`config.mk`:
```
export PLATFORM = sky130hd
export DESIGN_NAME = warp_issue_scheduler
export DESIGN_NICKNAME = d
export VERILOG_FILES = /design/src/rtl/compute_unit_pkg.sv /design/src/rtl/rr_arbiter.sv /design/src/rtl/warp_issue_scheduler.sv
export SDC_FILE = /design/constraint.sdc
export NUM_CORES = 1
export LEC_CHECK = 0
export CELL_PAD_IN_SITES_DETAIL_PLACEMENT = 0
export CELL_PAD_IN_SITES_GLOBAL_PLACEMENT = 1
export CORE_MARGIN = 8
export CORE_UTILIZATION = 42
export CTS_BUF_LIST = sky130_fd_sc_hd__clkbuf_4
export DETAILED_ROUTE_END_ITERATION = 8
export PLACE_DENSITY_LB_ADDON = 0.3
export SYNTH_ARGS = -nofsm -noshare
export SYNTH_HDL_FRONTEND = slang
export SYNTH_HIERARCHICAL = 1
export SYNTH_SLANG_ARGS = --single-unit
```
`constraint.sdc`:
```
create_clock -name clk -period 3.2 [get_ports clk]
set_input_delay 0.64 -clock clk [delete_from_list [all_inputs] [get_ports clk]]
set_output_delay 0.64 -clock clk [all_outputs]
set_load 0.005 [all_outputs]
```
`src/rtl/compute_unit_pkg.sv`:
```
// compute_unit_pkg: definitions shared by the compute unit front end.
//   - instruction width and field positions of the 16-bit instruction word
//   - control opcodes consumed by the warp scheduler (HALT, BAR, BRA)
//   - scheduler state encoding
package compute_unit_pkg;

  localparam int INST_WIDTH    = 16;
  localparam int OPCODE_MSB    = 15;
  localparam int OPCODE_LSB    = 12;
  localparam int IMM_LONG_MSB  = 7;
  localparam int IMM_LONG_LSB  = 0;
  localparam int IMM_SHORT_MSB = 3;
  localparam int IMM_SHORT_LSB = 0;

  localparam logic [3:0] OP_HALT = 4'hF;
  localparam logic [3:0] OP_BAR  = 4'hE;
  localparam logic [3:0] OP_BRA  = 4'hD;

  typedef enum logic [2:0] {
    ST_IDLE       = 3'd0,
    ST_SELECT     = 3'd1,
    ST_FETCH_REQ  = 3'd2,
    ST_FETCH_WAIT = 3'd3,
    ST_EXEC       = 3'd4,
    ST_ISSUE      = 3'd5,
    ST_DONE       = 3'd6
  } sched_state_e;

endpackage

```
`src/rtl/rr_arbiter.sv`:
```
// rr_arbiter: combinational round-robin pick.
//   req   [N-1:0]  request vector
//   last  [W-1:0]  index granted last time; search starts at last+1
//   grant [N-1:0]  one-hot grant (all zero when nothing requests)
//   valid          at least one request present
module rr_arbiter #(
  parameter int N = 4,
  localparam int W = (N > 1) ? $clog2(N) : 1
) (
  input  logic [N-1:0] req,
  input  logic [W-1:0] last,
  output logic [N-1:0] grant,
  output logic         valid
);

  logic         found;
  logic [W-1:0] idx;

  always_comb begin
    grant = '0;
    found = 1'b0;
    idx   = '0;
    for (int k = 1; k <= N; k++) begin
      idx = W'((int'(last) + k) % N);
      if (!found && req[idx]) begin
        grant[idx] = 1'b1;
        found      = 1'b1;
      end
    end
  end

  assign valid = |req;

endmodule

```
`src/rtl/warp_issue_scheduler.sv`:
```
// warp_issue_scheduler: per-warp PC sequencer with round-robin issue.
// Picks an eligible warp, fetches its instruction, consumes HALT/BAR/BRA
// locally and forwards everything else to the decoder tagged with warp/pc.
//
// Ports:
//   clk, rst (sync, active high)
//   start, warp_enable[NUM_WARPS]          launch (IDLE/DONE only)
//   fetch_req_valid/ready, fetch_pc        instruction fetch request
//   fetch_rsp_valid, fetch_instruction     instruction return
//   issue_valid/ready, issue_instruction,
//   issue_warp_id, issue_pc                decoder issue port
//   done                                   all enabled warps halted
//   perf_issued, perf_stall (32b)          only with WARP_ISSUE_PERF_EN
//
// state         | meaning
// --------------+---------------------------------------------------
// ST_IDLE       | after reset, waiting for start
// ST_SELECT     | round-robin choice among eligible warps
// ST_FETCH_REQ  | fetch request presented for cur_warp
// ST_FETCH_WAIT | waiting for the instruction to return
// ST_EXEC       | decode opcode, consume control instructions
// ST_ISSUE      | instruction offered to the decoder
// ST_DONE       | every enabled warp halted, done=1
module warp_issue_scheduler
  import compute_unit_pkg::*;
#(
  parameter int NUM_WARPS  = 4,
  parameter int INST_WIDTH = 16,
  parameter int PC_WIDTH   = 8,
  localparam int WID = (NUM_WARPS > 1) ? $clog2(NUM_WARPS) : 1
) (
  input  logic                  clk,
  input  logic                  rst,
  input  logic                  start,
  input  logic [NUM_WARPS-1:0]  warp_enable,
  output logic                  fetch_req_valid,
  input  logic                  fetch_req_ready,
  output logic [PC_WIDTH-1:0]   fetch_pc,
  input  logic                  fetch_rsp_valid,
  input  logic [INST_WIDTH-1:0] fetch_instruction,
  output logic                  issue_valid,
  input  logic                  issue_ready,
  output logic [INST_WIDTH-1:0] issue_instruction,
  output logic [WID-1:0]        issue_warp_id,
  output logic [PC_WIDTH-1:0]   issue_pc,
  output logic                  done
`ifdef WARP_ISSUE_PERF_EN
  ,
  output logic [31:0]           perf_issued,
  output logic [31:0]           perf_stall
`endif
);

  sched_state_e          state;
  logic [PC_WIDTH-1:0]   pc_q [NUM_WARPS];
  logic [NUM_WARPS-1:0]  active_q, halted_q, waiting_q;
  logic [NUM_WARPS-1:0]  halted_nxt, waiting_nxt, live_nxt;
  logic [NUM_WARPS-1:0]  eligible, grant;
  logic                  sel_valid;
  logic [WID-1:0]        sel_warp, last_warp, cur_warp;
  logic [INST_WIDTH-1:0] inst_q;
  logic [3:0]            opcode;

  assign eligible = active_q & ~halted_q & ~waiting_q;
  assign opcode   = inst_q[OPCODE_MSB:OPCODE_LSB];

  rr_arbiter #(.N(NUM_WARPS)) u_rr_arbiter (
    .req   (eligible),
    .last  (last_warp),
    .grant (grant),
    .valid (sel_valid)
  );

  always_comb begin
    sel_warp = '0;
    for (int i = 0; i < NUM_WARPS; i++) begin
      if (grant[i]) sel_warp = WID'(i);
    end
  end

  // Barrier release sees this cycle's HALT/BAR, so the last warp arriving
  // (or halting) frees the others in the same cycle.
  always_comb begin
    halted_nxt  = halted_q;
    waiting_nxt = waiting_q;
    if (state == ST_EXEC && opcode == OP_HALT) halted_nxt[cur_warp] = 1'b1;
    if (state == ST_EXEC && opcode == OP_BAR)  waiting_nxt[cur_warp] = 1'b1;
    live_nxt = active_q & ~halted_nxt;
    if (live_nxt != '0 && waiting_nxt == live_nxt) waiting_nxt = '0;
  end

  always_ff @(posedge clk) begin
    if (rst) begin
      state     <= ST_IDLE;
      active_q  <= '0;
      halted_q  <= '0;
      waiting_q <= '0;
      last_warp <= WID'(NUM_WARPS - 1);
      cur_warp  <= '0;
      inst_q    <= '0;
      for (int i = 0; i < NUM_WARPS; i++) pc_q[i] <= '0;
    end else begin
      halted_q  <= halted_nxt;
      waiting_q <= waiting_nxt;
      case (state)
        ST_IDLE, ST_DONE: begin
          if (start) begin
            if (warp_enable != '0) begin
              for (int i = 0; i < NUM_WARPS; i++) pc_q[i] <= '0;
              active_q  <= warp_enable;
              halted_q  <= '0;
              waiting_q <= '0;
              state     <= ST_SELECT;
            end else begin
              state <= ST_DONE;
            end
          end
        end
        ST_SELECT: begin
          if (sel_valid) begin
            cur_warp  <= sel_warp;
            last_warp <= sel_warp;
            state     <= ST_FETCH_REQ;
          end else if ((active_q & ~halted_q) == '0) begin
            state <= ST_DONE;
          end
        end
        ST_FETCH_REQ: begin
          if (fetch_req_ready) state <= ST_FETCH_WAIT;
        end
        ST_FETCH_WAIT: begin
          if (fetch_rsp_valid) begin
            inst_q <= fetch_instruction;
            state  <= ST_EXEC;
          end
        end
        ST_EXEC: begin
          case (opcode)
            OP_HALT: state <= ST_SELECT;
            OP_BAR: begin
              pc_q[cur_warp] <= pc_q[cur_warp] + PC_WIDTH'(1);
              state          <= ST_SELECT;
            end
            OP_BRA: begin
              pc_q[cur_warp] <= PC_WIDTH'(inst_q[IMM_LONG_MSB:IMM_LONG_LSB]);
              state          <= ST_SELECT;
            end
            default: state <= ST_ISSUE;
          endcase
        end
        ST_ISSUE: begin
          if (issue_ready) begin
            pc_q[cur_warp] <= pc_q[cur_warp] + PC_WIDTH'(1);
            state          <= ST_SELECT;
          end
        end
        default: state <= ST_IDLE;
      endcase
    end
  end

  // Data outputs are gated to zero outside their valid states.
  assign fetch_req_valid   = (state == ST_FETCH_REQ);
  assign fetch_pc          = fetch_req_valid ? pc_q[cur_warp] : '0;
  assign issue_valid       = (state == ST_ISSUE);
  assign issue_instruction = issue_valid ? inst_q : '0;
  assign issue_warp_id     = issue_valid ? cur_warp : '0;
  assign issue_pc          = issue_valid ? pc_q[cur_warp] : '0;
  assign done              = (state == ST_DONE);

`ifdef WARP_ISSUE_PERF_EN
  logic start_ok;
  assign start_ok = start && (state == ST_IDLE || state == ST_DONE);

  always_ff @(posedge clk) begin
    if (rst || start_ok) begin
      perf_issued <= '0;
      perf_stall  <= '0;
    end else begin
      if (issue_valid && issue_ready && perf_issued != '1)
        perf_issued <= perf_issued + 32'd1;
      if (issue_valid && !issue_ready && perf_stall != '1)
        perf_stall <= perf_stall + 32'd1;
    end
  end
`endif

endmodule
```
==> metrics <==
clock power share=0.204; CTS root buf=clkbuf_4; P_sw=0.00110 W; Worst-Skew Late Latency=slightly above 0.4 ns; worst slew pin tran=approximately 0.65 ns; crit path kind=reg -> out; initial antenna violation count=0; post-CTS sizing=0; Internal=0.00175 W; row count=35; hold_buf cts=0; die span in y=around 110 um; Max VDD drop=294 uV; Worst-path clk slew=0.12 ns; Layout Cells excl Fill=a little over 600; sequential share of power=0.417; Clock Tree Buf Depth=2; syn_nets=between 400 and 500; Final setup viols=0; power per cell area=approximately 590 nW/um^2; area of the multi-input gates=around 2100 um^2; # diodes=0; cts bufs inserted=9; via count=~3,300; drt first pass iters=4; layout cells sized above 1=0.0973; Final Power=0.00285 W; chip width=between 100 and 150 um; DR iter-0 viols=216; clock skew=between 0.02 and 0.025 ns; crit path launch type=flip-flop; Netlist Area Pre-Place=approximately 4000 um^2; CTS tree=built; logic gate share of total power=0.379; Initial Util=0.432; Filler cells=871; YS warnings=6; first-pass GRT wire length=~17,000 um; vias per cell=5.37; crit-path max FO=8; core area=around 9000 um^2; dpl cells=~600; post-layout util=0.522; DP HPWL=between 7000 and 8000 um; Setup crit end kind=output port; Synth Area per Inst=9.40 um^2; setup TNS=0 ns; DR WL/cell=about 17 um; DRC errors left=0; RSZ-0062 raised after global routing=no; routability cong.=~0.89; PortBufs=62; Hold Path Class=reg -> reg; Final Hold Fails=0; Max-slew headroom=0.567; synth-to-layout area growth=20.8%; Final nets=between 500 and 600; register area=~1700 um^2; Static Leak=~1.9 nW; CTS Sinks=between 60 and 70; gr usage total=0.164; largest net degree at the start of global routing=33; Antenna Violating Nets Remaining=0; Sw Share=0.385; FMAX=about 320 MHz; CP Data Arrival Time=approximately 2.5 ns; fin crit share=0.966; Max-Cap Viols=0; setup bufs post-CTS=0; synthesized instance count=around 430; IO Pins=between 60 and 70; status=finished, final reports clean; Crit path required time=between 2 and 3 ns; gr ovfl total=0; H-tree levels=3; fin. max-slew vios=0; hold_ws=roughly 0.46 ns; min cycle time layout=3.09 ns; drt total wl=approximately 10,000 um; DIE AREA=roughly 13,000 um^2; vias in the first global route=around 3,300
[state kept, by name, summed over array words and instances (netlist names), named ones only]
register	flops
halted_q	4
state	3
cur_warp	2
pc_q	32
waiting_q	4
active_q	4
last_warp	2
inst_q	16
[worst paths after layout]
path / slack [ns] / depth (start not counted) / startpoint / endpoint
max: 0.11 / 3 / flip-flop / issue_pc[0]
min: 0.46 / 2 / inst_q[9]$_SDFFE_PP0P_ / inst_q[9]$_SDFFE_PP0P_
max reg2reg: 0.46 / 9 / last_warp[0]$_SDFFE_PP1P_ / cur_warp[0]$_SDFFE_PP0P_
min reg2reg: 0.46 / 2 / inst_q[9]$_SDFFE_PP0P_ / inst_q[9]$_SDFFE_PP0P_
[placed cells by master (no fill, tap or decap), types with 3 or more instances in the layout]
master / count
nor3b_1: 3
o21ai_1: 4
xnor2_1: 3
a31oi_1: 7
buf_4: 8
dfxtp_1: 37
o211ai_1: 4
nand2_1: 57
a21oi_1: 26
ha_1: 8
inv_1: 12
nor2b_1: 7
mux4_2: 5
o21ai_0: 6
xor2_1: 4
and3_1: 25
and2_1: 8
mux4_1: 6
edfxtp_1: 32
nor4_1: 6
clkdlybuf4s50_1: 62
mux2i_1: 10
nor3_1: 14
clkbuf_4: 10
nor2_1: 52
a211oi_1: 3
nand3_1: 9
nand2b_1: 7
[stage by stage]
stage          setup WS [ns]  cell area, um^2
5_1_grt              0.00837             4830
4_1_cts               0.0588             4830
6_report               0.109             4830
3_3_place_gp           0.372             4680
3_5_place_dp           0.307             4680
2_1_floorplan          0.725             4000
[area by class of cell]
class / count / share of cell area
well taps: 129 / 0.0334
inverters: 13 / 0.0101
multi-input cells: 315 / 0.432
clock buffers: 10 / 0.0156
clock inverters: 6 / 0.0148
repair buffers: 70 / 0.141
flip-flops and latches: 69 / 0.353
[power groups by stage]
stage	registers [W]	logic (W)	clock network (W)
detailed placement	0.00121	0.00107	0
CTS	0.00119	0.00107	0.000603
global route	0.00121	0.00118	0.000634
global placement	0.00121	0.00106	0
finish	0.00119	0.00108	0.000582
floorplan	0.00112	0.000824	0
[critical path: stages, from the launching register on]
cell             delay [ns]
dfxtp_1                0.60
mux4_1                 0.76
and3_1                 0.24
clkdlybuf4s50_1        0.44
[metal layers]
layer,vias up,GRT usage,part of all wire
li1,1633,-,-
met1,1557,0.219,0.47
met2,91,0.252,0.45
met3,7,0.0491,0.070
met4,0,0.0471,0.0081
met5,-,0,0
Power figures use the tool's default switching activity.
